--- config.mk ---
export PLATFORM = sky130hd
export DESIGN_NAME = serial_subtractor
export DESIGN_NICKNAME = d
export VERILOG_FILES = /design/src/rtl/serial_subtractor.sv
export SDC_FILE = /design/constraint.sdc
export NUM_CORES = 1
export LEC_CHECK = 0
export ABC_AREA = 1
export BUFFER_PORTS_ARGS = -buffer_cell sky130_fd_sc_hd__buf_4
export CAP_MARGIN = 0
export CORE_UTILIZATION = 49
export DETAILED_ROUTE_END_ITERATION = 10
export HOLD_SLACK_MARGIN = 0.15
export PLACE_DENSITY = 0.77
export SYNTH_ARGS = -nofsm -noshare
export SYNTH_HDL_FRONTEND = slang
export SYNTH_SLANG_ARGS = --single-unit
--- constraint.sdc ---
create_clock -name clk -period 1.2 [get_ports clk]
set_input_delay 0.12 -clock clk [delete_from_list [all_inputs] [get_ports clk]]
set_output_delay 0.12 -clock clk [all_outputs]
set_load 0.02 [all_outputs]
--- src/rtl/serial_subtractor.sv ---
// Bit-serial two's-complement subtractor: diff = a - b - bin over WIDTH cycles, LSB first,
// using a single full-subtractor cell and a borrow flip-flop, framed by start/busy/done.
module serial_subtractor #(
  parameter int unsigned WIDTH = 8
) (
  input  logic             clk,
  input  logic             rst_n,
  input  logic             start,
  input  logic [WIDTH-1:0] a,
  input  logic [WIDTH-1:0] b,
  input  logic             bin,
  output logic             busy,
  output logic             done,
  output logic [WIDTH-1:0] diff,
  output logic             bout
);

  localparam int unsigned CW = ($clog2(WIDTH + 1) < 1) ? 1 : $clog2(WIDTH + 1);

  typedef enum logic [1:0] {
    IDLE  = 2'd0,
    SHIFT = 2'd1,
    DONE  = 2'd2
  } state_t;

  state_t           state;
  state_t           state_nxt;
  logic [WIDTH-1:0] sa;
  logic [WIDTH-1:0] sb;
  logic [WIDTH-1:0] sd;
  logic [WIDTH-1:0] sd_nxt;
  logic [CW-1:0]    cnt;
  logic             br;
  logic             br_nxt;
  logic             d;
  logic             last;
  logic             busy_nxt;
  logic             done_nxt;

  // Full-subtractor cell on the current LSBs plus the stored borrow.
  assign d      = sa[0] ^ sb[0] ^ br;
  assign br_nxt = (~sa[0] & sb[0]) | (~(sa[0] ^ sb[0]) & br);
  assign sd_nxt = (sd >> 1) | (WIDTH'(d) << (WIDTH - 1));
  assign last   = (cnt == CW'(WIDTH - 1));

  // State register.
  always_ff @(posedge clk) begin
    if (!rst_n) begin
      state <= IDLE;
    end else begin
      state <= state_nxt;
    end
  end

  // Next-state logic; start is only looked at in IDLE.
  always_comb begin
    state_nxt = state;
    case (state)
      IDLE:    if (start) state_nxt = SHIFT;
      SHIFT:   if (last)  state_nxt = DONE;
      DONE:    state_nxt = IDLE;
      default: state_nxt = IDLE;
    endcase
  end

  // Handshake outputs are decoded from the next state so they register alongside it.
  always_comb begin
    busy_nxt = 1'b0;
    done_nxt = 1'b0;
    if (state_nxt != IDLE) busy_nxt = 1'b1;
    if (state_nxt == DONE) done_nxt = 1'b1;
  end

  // Datapath and output registers; diff/bout only move on the final shift edge.
  always_ff @(posedge clk) begin
    if (!rst_n) begin
      sa   <= '0;
      sb   <= '0;
      sd   <= '0;
      br   <= 1'b0;
      cnt  <= '0;
      busy <= 1'b0;
      done <= 1'b0;
      diff <= '0;
      bout <= 1'b0;
    end else begin
      busy <= busy_nxt;
      done <= done_nxt;
      case (state)
        IDLE: begin
          if (start) begin
            sa  <= a;
            sb  <= b;
            br  <= bin;
            sd  <= '0;
            cnt <= '0;
          end
        end
        SHIFT: begin
          sa  <= sa >> 1;
          sb  <= sb >> 1;
          sd  <= sd_nxt;
          br  <= br_nxt;
          cnt <= cnt + CW'(1);
          if (last) begin
            diff <= sd_nxt;
            bout <= br_nxt;
          end
        end
        default: begin
        end
      endcase
    end
  end

endmodule

==> reports/summary.json, run 1 <==
{
  "run_status": {
    "outcome": "complete, no violations"
  },
  "synth": {
    "number_of_standard_cells_after_synthesis": 246,
    "synth_edf_count": 0,
    "synth_most_common_cell": "sky130_fd_sc_hd__nand2_1",
    "count_of_distinct_cell_types_in_the_synthesized_netlist": 17,
    "netlist_area_before_placement_sq_mm": 0.00174,
    "post_synth_main_area_contributors": "sky130_fd_sc_hd__dfxtp_1 (47%), sky130_fd_sc_hd__nand2_1 (12%), sky130_fd_sc_hd__nand3_1 (11%), sky130_fd_sc_hd__nor2_1 (8.6%), sky130_fd_sc_hd__a21oi_1 (6.3%)",
    "synth_nets": 268,
    "synth_flop_cell": "sky130_fd_sc_hd__dfxtp_1",
    "synth.largest_area_cell": "sky130_fd_sc_hd__dfxtp_1",
    "ys.warnings.count": 0,
    "postSynth.asyncResetShare": 0,
    "synth_seq_cells": 41,
    "synth_seq_area_share": 0.471,
    "synth_area_per_cell_sq_um": 7.09,
    "post_synth_most_frequent_cells": "sky130_fd_sc_hd__nand2_1 (55), sky130_fd_sc_hd__dfxtp_1 (41), sky130_fd_sc_hd__nor2_1 (40)",
    "post-synth-top-area-fraction": 0.471
  },
  "floorplan": {
    "fp.dieW_um": 61.6,
    "floorplan.initialDensity": 0.518,
    "design.die.area_sq_mm": 0.00380,
    "dieHeight_um": 61.6,
    "rows": 21,
    "core_area_sq_mm": 0.00336,
    "pin_count": 31
  },
  "finish": {
    "layoutNonFillerInstCount": 350,
    "finish.instance_area_sq_mm": 0.00250,
    "syn2layout_area_growth_pct": 43.3,
    "insertedDiodeCount": 0,
    "layout.nets": 325,
    "layout-drive-gt1-share": 0.276
  },
  "timing": {
    "layout_min_cycle_time_ns": 1.15,
    "hold_violations": 0,
    "final.period_utilization": 0.958,
    "setup_total_negative_slack_ns": 0,
    "final.hold.worst_slack_ns": 0.281,
    "maxSlewHeadroom": 0.834,
    "final_max_slew_viol_count": 0,
    "finalClockSkew_ns": 0.0147,
    "timing.final.setup_violations": 0,
    "maxClockFrequency_mhz": 870,
    "unrepaired_setup_endpoints_after_global_routing": "true",
    "worst_pin_slew_ns": 0.249
  },
  "route": {
    "post-route-drc-count": 0,
    "first_pass_iters": 6,
    "vias_per_cell": 4.95,
    "via_total_after_detailed_routing": 1732,
    "totalWireLength_mm": 3.98,
    "first_iter_violations": 54,
    "drt.antenna.violating_nets": 0,
    "detail_route.wl_per_cell_um": 11.4
  },
  "worst_setup_path": {
    "worstPathMaxFanout": 5,
    "critical_path_buf_inv_count": 1,
    "critical_path.endpoint_type": "flip-flop",
    "cp_arrival_ns": 1.46,
    "crit_start": "cnt[1]",
    "cpPeakStageDelay_ns": 0.37,
    "crit_chain": "ha_4 > nand2_4 > nor2_4 > buf_6 > nand3_2 > a21oi_2",
    "critical_path.top_delay_family": "flip-flops",
    "regToRegEndpoint": "bout",
    "timing.setup.critical_path_class": "reg2reg",
    "ff2ff_setup_slack_ns": 0.05,
    "cp_num_cells": 6,
    "timing.rr.start": "cnt[1]",
    "crit_path_start_kind": "flip-flop",
    "cp_data_required_time_ns": 1.51,
    "worstSetupEndpoint": "bout",
    "critical-path-slowest-cell": "sky130_fd_sc_hd__dfxtp_2",
    "r2r_cells": 6
  },
  "placed_design": {
    "dpl.hpwl_mm": 2.37,
    "place.gp.congestion": 0.735,
    "placed_cells": 321,
    "buffer_ports.inserted": 30,
    "post_dp_cell_area_sq_mm": 0.00207
  },
  "min_path": {
    "hold_path.class": "in2reg"
  },
  "global_routing": {
    "grt_usage": 0.219,
    "grt_start_max_net_pins": 19,
    "antenna_found_initial": 0,
    "overflow": 0,
    "wire_length_of_the_first_global_routing_pass_mm": 6.02,
    "via_count_of_the_first_global_routing_pass": 1483
  },
  "clocking": {
    "cts-buffers-inserted": 5,
    "cts.path.max_buffers": 2,
    "clock_tree.htree_level_count": 2,
    "clock-root-buffer": "sky130_fd_sc_hd__clkbuf_4",
    "clock-sinks": 41,
    "worstSkewPairLatency_ns": 0.37,
    "clk_pin_slew_ns": 0.13,
    "tritoncts_clock_tree": "yes"
  },
  "power_and_ir_drop": {
    "finalPower_mw": 2.76,
    "power.ir.vdd_worst_v": 0.000977,
    "power-per-cell-area_mw_per_mm2": 1110,
    "p_leak_nw": 1.08
  },
  "flow_run": {
    "max_capacitance_violation_count": 0
  }
}
==> repair_timing <==
action | CTS | global route
hold buffers | 18 | 0
gates cloned | 1 | 1
resized for setup | 3 | 41
pin swaps | 0 | 17
endpoints found under the hold margin | 22 | 0
setup buffers | 0 | 1
endpoints found under the setup margin | 9 | 27
==> worst min path at each step <==
stage	from	endpoint	slack [ns]	depth (start not counted)
6_report	start	cnt[0]	0.28	4
5_1_grt	start	cnt[0]	0.29	4
4_1_cts	start	sa[6]	0.27	5
3_5_place_dp	b[7]	sb[7]	0.38	3
3_3_place_gp	b[7]	sb[7]	0.38	3
2_1_floorplan	rst_n	cnt[0]	0.26	2
==> tightest hold or removal path, delay by kind of cell <==
kind	cells	cell delay (ns)
AO/OA/AOI/OAI	1	0.09
buffers and inverters	1	0.09
AND/OR/NAND/NOR	2	0.30
==> logic make-up after synthesis <==
kind of cell               Yosys count  share of synthesized area
buffers and inverters               37                     0.0890
AOI/OAI and AO/OA                   24                     0.0689
DFF                                 41                      0.471
adders and majority gates            2                     0.0187
and+or+nand+nor                    142                      0.352
==> power by group <==
part           internal [mW]  total, mW  leakage (nW)  switching, mW
Sequential              1.41       1.44         0.337         0.0303
Combinational          0.199      0.409         0.702          0.210
Clock                  0.441      0.913        0.0414          0.473
==> state kept, by name, summed over array words and instances, names as in the netlist <==
register / cells
br: 1
sd: 7
cnt: 4
bout: 1
state: 2
sa: 8
done: 1
sb: 8
busy: 1
diff: 8
==> metal layers <==
metal	wire [um]	GRT usage	share of wire
met2	1880	0.375	0.47
met4	63	0.0857	0.016
met5	0	0	0
met1	1900	0.270	0.48
met3	139	0.0441	0.035
==> final cells by class <==
cell class,count,area (sq um)
Clock buffer,5,37.5
Clock inverter,3,46.3
Fill cell,263,866
Inverter,23,86.3
Multi-Input combinational cell,168,877
Sequential cell,41,832
Tap cell,46,57.6
Timing Repair Buffer,64,561
==> cells in the final DEF (no fill, tap or decap) <==
cell | Yosys | routed
sky130_fd_sc_hd__nand2_1 | 55 | 53
sky130_fd_sc_hd__nor2_1 | 40 | 38
sky130_fd_sc_hd__buf_4 | 2 | 38
sky130_fd_sc_hd__dfxtp_1 | 41 | 36
sky130_fd_sc_hd__nand3_1 | 39 | 31
sky130_fd_sc_hd__inv_1 | 22 | 19
sky130_fd_sc_hd__dlygate4sd3_1 | 0 | 18
sky130_fd_sc_hd__a21oi_1 | 22 | 16
sky130_fd_sc_hd__nand3_2 | 0 | 8
sky130_fd_sc_hd__a21oi_2 | 0 | 6
sky130_fd_sc_hd__nand3b_1 | 6 | 6
sky130_fd_sc_hd__clkbuf_4 | 0 | 6
sky130_fd_sc_hd__buf_6 | 0 | 6
sky130_fd_sc_hd__inv_2 | 1 | 4
sky130_fd_sc_hd__nand2_4 | 0 | 3
sky130_fd_sc_hd__nor2_4 | 1 | 3
sky130_fd_sc_hd__dfxtp_2 | 0 | 3
sky130_fd_sc_hd__o21ai_0 | 2 | 2
sky130_fd_sc_hd__dfxtp_4 | 0 | 2
sky130_fd_sc_hd__fa_1 | 1 | 1
sky130_fd_sc_hd__ha_4 | 0 | 1
sky130_fd_sc_hd__clkinv_4 | 0 | 1
sky130_fd_sc_hd__clkinvlp_4 | 0 | 1
sky130_fd_sc_hd__bufinv_16 | 0 | 1
sky130_fd_sc_hd__buf_12 | 0 | 1
==> through the flow <==
step	utilization	setup slack, ns
after floorplan	-	0.00515
after global placement	0.615	0.00452
after detailed placement	0.615	-0.0738
after CTS	0.696	-0.0141
after global routing	0.743	-0.0320
final	0.743	0.0505
(Power assumes the default switching activity.)
==> run 2, diff against run 1 <==
--- a/config.mk
+++ b/config.mk
@@ -5,13 +5,14 @@
 export SDC_FILE = /design/constraint.sdc
 export NUM_CORES = 1
 export LEC_CHECK = 0
-export ABC_AREA = 1
 export BUFFER_PORTS_ARGS = -buffer_cell sky130_fd_sc_hd__buf_4
 export CAP_MARGIN = 0
+export CORE_MARGIN = 1
 export CORE_UTILIZATION = 49
 export DETAILED_ROUTE_END_ITERATION = 10
 export HOLD_SLACK_MARGIN = 0.15
 export PLACE_DENSITY = 0.77
+export REMOVE_ABC_BUFFERS = 1
 export SYNTH_ARGS = -nofsm -noshare
 export SYNTH_HDL_FRONTEND = slang
 export SYNTH_SLANG_ARGS = --single-unit
==> run 2 against run 1 <==
- synthesized cell count down 28%
- die area down 2.9%
- fmax down 8.4%
- largest power group unchanged
- largest cell class is now flip-flops and latches
- the flow now finishes with violations (negative setup slack)
- via count down 11%
- first-iteration DRC count up 96%
- critical path depth down 2
- total power up 1.3%
- area after synthesis down 2.9%
- combinational power down 1%
==> reports/summary.json, run 2 <==
{
  "worst_setup_path": {
    "crit_chain": "buf_4 > or3b_2 > o21ai_1 > a21oi_1",
    "timing.setup.critical_path_class": "reg2reg",
    "critical_path.top_delay_family": "simple AND/OR/NAND/NOR gates",
    "critical_path.endpoint_type": "flip-flop",
    "cp_data_required_time_ns": 1.43,
    "crit_path_start_kind": "flip-flop",
    "critical_path_buf_inv_count": 1,
    "cp_arrival_ns": 1.48,
    "critical-path-slowest-cell": "sky130_fd_sc_hd__or3b_2",
    "worstPathMaxFanout": 11,
    "cpPeakStageDelay_ns": 0.44
  },
  "clocking": {
    "clock-sinks": 41,
    "clk_pin_slew_ns": 0.11,
    "tritoncts_clock_tree": "yes",
    "worstSkewPairLatency_ns": 0.33,
    "clock_tree.htree_level_count": 2,
    "cts.path.max_buffers": 2,
    "clock-root-buffer": "sky130_fd_sc_hd__clkbuf_4",
    "cts-buffers-inserted": 5
  },
  "power_and_ir_drop": {
    "p_leak_nw": 0.952,
    "power-per-cell-area_mw_per_mm2": 1190,
    "power.ir.vdd_worst_v": 0.000723
  },
  "timing": {
    "maxClockFrequency_mhz": 797,
    "finalClockSkew_ns": 0.00748,
    "final.period_utilization": 1.05,
    "setup_total_negative_slack_ns": -0.0986,
    "worst_pin_slew_ns": 0.294,
    "worst_slack_ns": -0.0545,
    "hold_violations": 0,
    "layout_min_cycle_time_ns": 1.25,
    "final.hold.worst_slack_ns": 0.190,
    "final_max_slew_viol_count": 0,
    "timing.final.setup_violations": 5,
    "maxSlewHeadroom": 0.804,
    "unrepaired_setup_endpoints_after_global_routing": "true"
  },
  "route": {
    "via_total_after_detailed_routing": 1535,
    "post-route-drc-count": 0,
    "detail_route.wl_per_cell_um": 14.7,
    "drt.antenna.violating_nets": 0,
    "detailroute.wirelength.met2_mm": 2.15,
    "drt-met1-wl_mm": 1.81,
    "first_iter_violations": 106,
    "top_signal_layer_used": "met4",
    "first_pass_iters": 4,
    "met3_length_um": 136,
    "totalWireLength_mm": 4.13,
    "vias_per_cell": 5.44
  },
  "run_status": {
    "violated_checks": "negative setup slack",
    "outcome": "finished with violations"
  },
  "floorplan": {
    "dieHeight_um": 60.8,
    "pin_count": 31,
    "fp.dieW_um": 60.8,
    "design.die.area_sq_mm": 0.00369,
    "floorplan.initialDensity": 0.537,
    "core_area_sq_mm": 0.00315,
    "rows": 20
  },
  "synth": {
    "post_synth_main_area_contributors": "sky130_fd_sc_hd__dfxtp_1 (49%), sky130_fd_sc_hd__mux2i_1 (5.9%), sky130_fd_sc_hd__o21ai_0 (5.6%), sky130_fd_sc_hd__a22oi_1 (4.4%), sky130_fd_sc_hd__a21oi_1 (4.1%)",
    "postSynth.asyncResetShare": 0,
    "synth_most_common_cell": "sky130_fd_sc_hd__dfxtp_1",
    "count_of_distinct_cell_types_in_the_synthesized_netlist": 34,
    "synth_flop_cell": "sky130_fd_sc_hd__dfxtp_1",
    "post-synth-top-area-fraction": 0.485,
    "synth_seq_area_share": 0.485,
    "number_of_standard_cells_after_synthesis": 178,
    "synth_seq_cells": 41,
    "post_synth_most_frequent_cells": "sky130_fd_sc_hd__dfxtp_1 (41), sky130_fd_sc_hd__o21ai_0 (19), sky130_fd_sc_hd__nand2_1 (18)",
    "netlist_area_before_placement_sq_mm": 0.00169,
    "synth_edf_count": 0,
    "ys.warnings.count": 0,
    "synth_area_per_cell_sq_um": 9.50,
    "synth.largest_area_cell": "sky130_fd_sc_hd__dfxtp_1"
  },
  "global_routing": {
    "antenna_found_initial": 0,
    "grt_start_max_net_pins": 22,
    "via_count_of_the_first_global_routing_pass": 1517,
    "wire_length_of_the_first_global_routing_pass_mm": 6.80,
    "grt_usage": 0.253,
    "overflow": 0
  },
  "placed_design": {
    "place.gp.congestion": 0.795,
    "dpl.hpwl_mm": 2.67,
    "post_dp_cell_area_sq_mm": 0.00205,
    "buffer_ports.inserted": 30
  },
  "finish": {
    "finish.instance_area_sq_mm": 0.00235,
    "layout.nets": 259,
    "layout-drive-gt1-share": 0.370,
    "final_common_cell": "sky130_fd_sc_hd__buf_4",
    "layout.cells.most_common_list": "sky130_fd_sc_hd__buf_4 (47), sky130_fd_sc_hd__dfxtp_1 (35), sky130_fd_sc_hd__nand2_1 (18)",
    "syn2layout_area_growth_pct": 39.0,
    "reg_top3": "diff x8, sa x8, sb x8",
    "final_core_utilization": 0.746,
    "insertedDiodeCount": 0
  },
  "flow_run": {
    "max_capacitance_violation_count": 0
  },
  "min_path": {
    "hold_path.class": "in2reg"
  }
}
[run 2: per-layer routing]
metal  track usage  vias up
met5             0        -
met3        0.0490        4
met1         0.302      743
li1              -      754
met2         0.454       34
met4        0.0844        0
[run 2: where the power goes]
group / internal (mW) / switching, mW / total (mW)
logic: 0.219 / 0.184 / 0.403
clock network: 0.498 / 0.429 / 0.927
registers: 1.43 / 0.0446 / 1.47
[run 2: final cells by class]
class	count	area, sq um
Clock inverter	1	30.0
Inverter	5	18.8
Multi-Input combinational cell	120	825
Clock buffer	7	55.1
Timing Repair Buffer	64	537
Tap cell	44	55.1
Fill cell	240	802
Sequential cell	41	831
[run 2: worst paths after layout]
kind                  from  endpoint  slack, ns  depth (start not counted)
hold reg to reg    diff[1]   diff[1]       0.47                          2
setup / recovery  state[0]     sb[3]      -0.05                          4
setup reg to reg  state[0]     sb[3]      -0.05                          4
hold / removal        b[3]     sb[3]       0.19                          4
[run 2: stage by stage]
| stage | power (mW) | setup slack, ns | instances |
|---|---|---|---|
| final | 2.80 | -0.0545 | 282 |
| after global routing | 2.93 | -0.0880 | 282 |
| after CTS | 2.79 | -0.0453 | 282 |
| after detailed placement | 1.82 | -0.172 | 259 |
| after global placement | 1.81 | -0.0820 | 259 |
| after floorplan | 1.64 | -0.160 | 165 |
[run 2: repair_timing]
action / 4_1_cts / 5_1_grt
hold endpoints to repair: 18 / 0
buffers inserted: 1 / 0
setup endpoints to repair: 38 / 33
cloned: 1 / 0
pin swaps: 5 / 1
hold buffers: 13 / 0
resized for setup: 15 / 10
[run 2: cell families (layout without fill, tap and decap cells)]
family	after synthesis	after routing	share of synthesized area
compound gates	58	58	0.213
fa+ha+maj	2	2	0.0192
buf+inv	18	77	0.0592
flops	41	41	0.485
mux	10	10	0.0592
simple gates	49	50	0.164
[run 2: worst min-delay path: stages]
cell,delay (ns)
sky130_fd_sc_hd__buf_4,0.07
sky130_fd_sc_hd__or3b_2,0.10
sky130_fd_sc_hd__o21ai_1,0.06
sky130_fd_sc_hd__a21oi_1,0.13
==> run 3, diff against run 2 <==
--- a/config.mk
+++ b/config.mk
@@ -8,10 +8,10 @@
 export BUFFER_PORTS_ARGS = -buffer_cell sky130_fd_sc_hd__buf_4
 export CAP_MARGIN = 0
 export CORE_MARGIN = 1
-export CORE_UTILIZATION = 49
+export CORE_UTILIZATION = 54
 export DETAILED_ROUTE_END_ITERATION = 10
 export HOLD_SLACK_MARGIN = 0.15
-export PLACE_DENSITY = 0.77
+export PLACE_DENSITY = 0.81
 export REMOVE_ABC_BUFFERS = 1
 export SYNTH_ARGS = -nofsm -noshare
 export SYNTH_HDL_FRONTEND = slang
==> constraint.sdc (replaced) <==
create_clock -name clk -period 1.3 [get_ports clk]
set_input_delay 0.13 -clock clk [delete_from_list [all_inputs] [get_ports clk]]
set_output_delay 0.13 -clock clk [all_outputs]
set_load 0.02 [all_outputs]
==> run 3 against run 2 <==
- the run ends with design-rule violations left
- cell area down 3.4%
- combinational power decreased by 10%
- fmax fell by 1.8%
- first-iteration DRC count is 19% lower
- flip-flop and latch count unchanged
- sequential power fell by 8%
- critical path depth stayed put
- total power shrank 16%
- largest cell class unchanged
- highest routed layer unchanged
==> reports/summary.json, run 3 (synthesis results as in run 2) <==
{
  "worst_setup_path": {
    "cp_arrival_ns": 1.52,
    "cp_data_required_time_ns": 1.54,
    "critical_path.endpoint_type": "flip-flop",
    "timing.setup.critical_path_class": "reg2reg",
    "crit_path_start_kind": "flip-flop",
    "worstSetupEndpoint": "sb[0]",
    "r2r_cells": 4,
    "worstPathMaxFanout": 8,
    "ff2ff_setup_slack_ns": 0.02,
    "crit_start": "state[0]",
    "timing.rr.start": "state[0]",
    "regToRegEndpoint": "sb[0]"
  },
  "clocking": {
    "worstSkewPairLatency_ns": 0.37,
    "clock-sinks": 41,
    "tritoncts_clock_tree": "yes",
    "clk_pin_slew_ns": 0.13,
    "cts-buffers-inserted": 5,
    "clock_tree.htree_level_count": 2,
    "cts.path.max_buffers": 2,
    "clock-root-buffer": "sky130_fd_sc_hd__clkbuf_4"
  },
  "finish": {
    "reg_top3": "diff x8, sa x8, sb x8",
    "syn2layout_area_growth_pct": 34.3,
    "finish.instance_area_sq_mm": 0.00227,
    "layout-drive-gt1-share": 0.326,
    "layout.nets": 257,
    "layoutNonFillerInstCount": 267,
    "layout.cells.most_common_list": "sky130_fd_sc_hd__buf_4 (45), sky130_fd_sc_hd__dfxtp_1 (38), sky130_fd_sc_hd__nand2_1 (18)",
    "final_common_cell": "sky130_fd_sc_hd__buf_4",
    "n_fill_cell": 181,
    "insertedDiodeCount": 0
  },
  "timing": {
    "hold_violations": 0,
    "final.period_utilization": 0.982,
    "unrepaired_setup_endpoints_after_global_routing": "false",
    "layout_min_cycle_time_ns": 1.28,
    "timing.final.setup_violations": 0,
    "final_max_slew_viol_count": 0,
    "worst_slack_ns": 0.0231,
    "worst_pin_slew_ns": 0.289,
    "maxSlewHeadroom": 0.807,
    "final.hold.worst_slack_ns": 0.171,
    "finalClockSkew_ns": 0.0115,
    "maxClockFrequency_mhz": 783
  },
  "floorplan": {
    "design.die.area_sq_mm": 0.00336,
    "fp.dieW_um": 58.0,
    "dieHeight_um": 58.0,
    "floorplan.initialDensity": 0.593,
    "rows": 19,
    "core_area_sq_mm": 0.00285,
    "pin_count": 31
  },
  "placed_design": {
    "placed_cells": 239,
    "pre_cts_ws_ns": -0.0356,
    "buffer_ports.inserted": 30,
    "place.gp.congestion": 0.739,
    "dpl.hpwl_mm": 2.49,
    "post_dp_cell_area_sq_mm": 0.00200
  },
  "route": {
    "totalWireLength_mm": 4.03,
    "detailroute.wirelength.met2_mm": 2.06,
    "first_iter_violations": 86,
    "post-route-drc-count": 3,
    "drt-met1-wl_mm": 1.64,
    "first_pass_iters": 9,
    "detail_route.wl_per_cell_um": 15.1,
    "via_total_after_detailed_routing": 1573,
    "top_signal_layer_used": "met4",
    "vias_per_cell": 5.89,
    "met3_length_um": 235,
    "drt.antenna.violating_nets": 0
  },
  "power_and_ir_drop": {
    "p_leak_nw": 0.920,
    "finalPower_mw": 2.35,
    "power.ir.vdd_worst_v": 0.000835,
    "power-per-cell-area_mw_per_mm2": 1030
  },
  "run_status": {
    "outcome": "finished with violations",
    "violated_checks": "design-rule violations"
  },
  "global_routing": {
    "overflow": 0,
    "via_count_of_the_first_global_routing_pass": 1459,
    "antenna_found_initial": 0,
    "grt_start_max_net_pins": 20,
    "wire_length_of_the_first_global_routing_pass_mm": 6.47,
    "grt_usage": 0.260
  },
  "flow_run": {
    "max_capacitance_violation_count": 0
  },
  "min_path": {
    "hold_path.class": "in2reg"
  }
}
==> run 3: power breakdown <==
group          internal [mW]  switching, mW  total, mW
clock                  0.204          0.437      0.641
sequential              1.31         0.0364       1.35
combinational          0.193          0.168      0.361
==> run 3: worst min-delay path by stage <==
stage / start / end / depth (start not counted)
detailed placement: a[7] / sa[7] / 3
floorplan: rst_n / sa[0] / 2
global route: b[2] / sb[2] / 4
global placement: b[7] / sb[7] / 3
CTS: b[2] / sb[2] / 4
finish: b[2] / sb[2] / 4
==> run 3: timing repair <==
action | CTS | global route
pin swaps | 1 | 2
gates cloned | 1 | 0
buffers inserted | 1 | 3
endpoints found under the hold margin | 18 | 0
endpoints found under the setup margin | 12 | 17
resized for setup | 3 | 8
hold buffers | 15 | 0
==> run 3: critical path: stages (launching register included) <==
cell,delay (ns)
sky130_fd_sc_hd__dfxtp_4,0.39
sky130_fd_sc_hd__buf_4,0.14
sky130_fd_sc_hd__or3b_2,0.44
sky130_fd_sc_hd__o21ai_0,0.08
sky130_fd_sc_hd__a221oi_1,0.10
==> run 3: layer usage <==
layer  track usage  vias to the layer above
met5             0                        -
met4         0.109                        0
met3        0.0714                       12
met2         0.450                       75
met1         0.303                      733
li1              -                      753
==> run 3: per-stage QoR <==
stage	TNS, ns	util
after detailed placement	-0.0469	0.700
after global placement	0	0.700
after global routing	0	0.796
after floorplan	-0.348	-
final	0	0.796
after CTS	0	0.781
==> run 3: layout make-up <==
class	count	area, sq um	area share
inverters	5	18.8	0.00826
repair buffers	62	528	0.232
clock buffers	5	37.5	0.0165
flip-flops and latches	41	827	0.364
well taps	31	38.8	0.0171
multi-input cells	120	805	0.354
clock inverters	3	17.5	0.00771
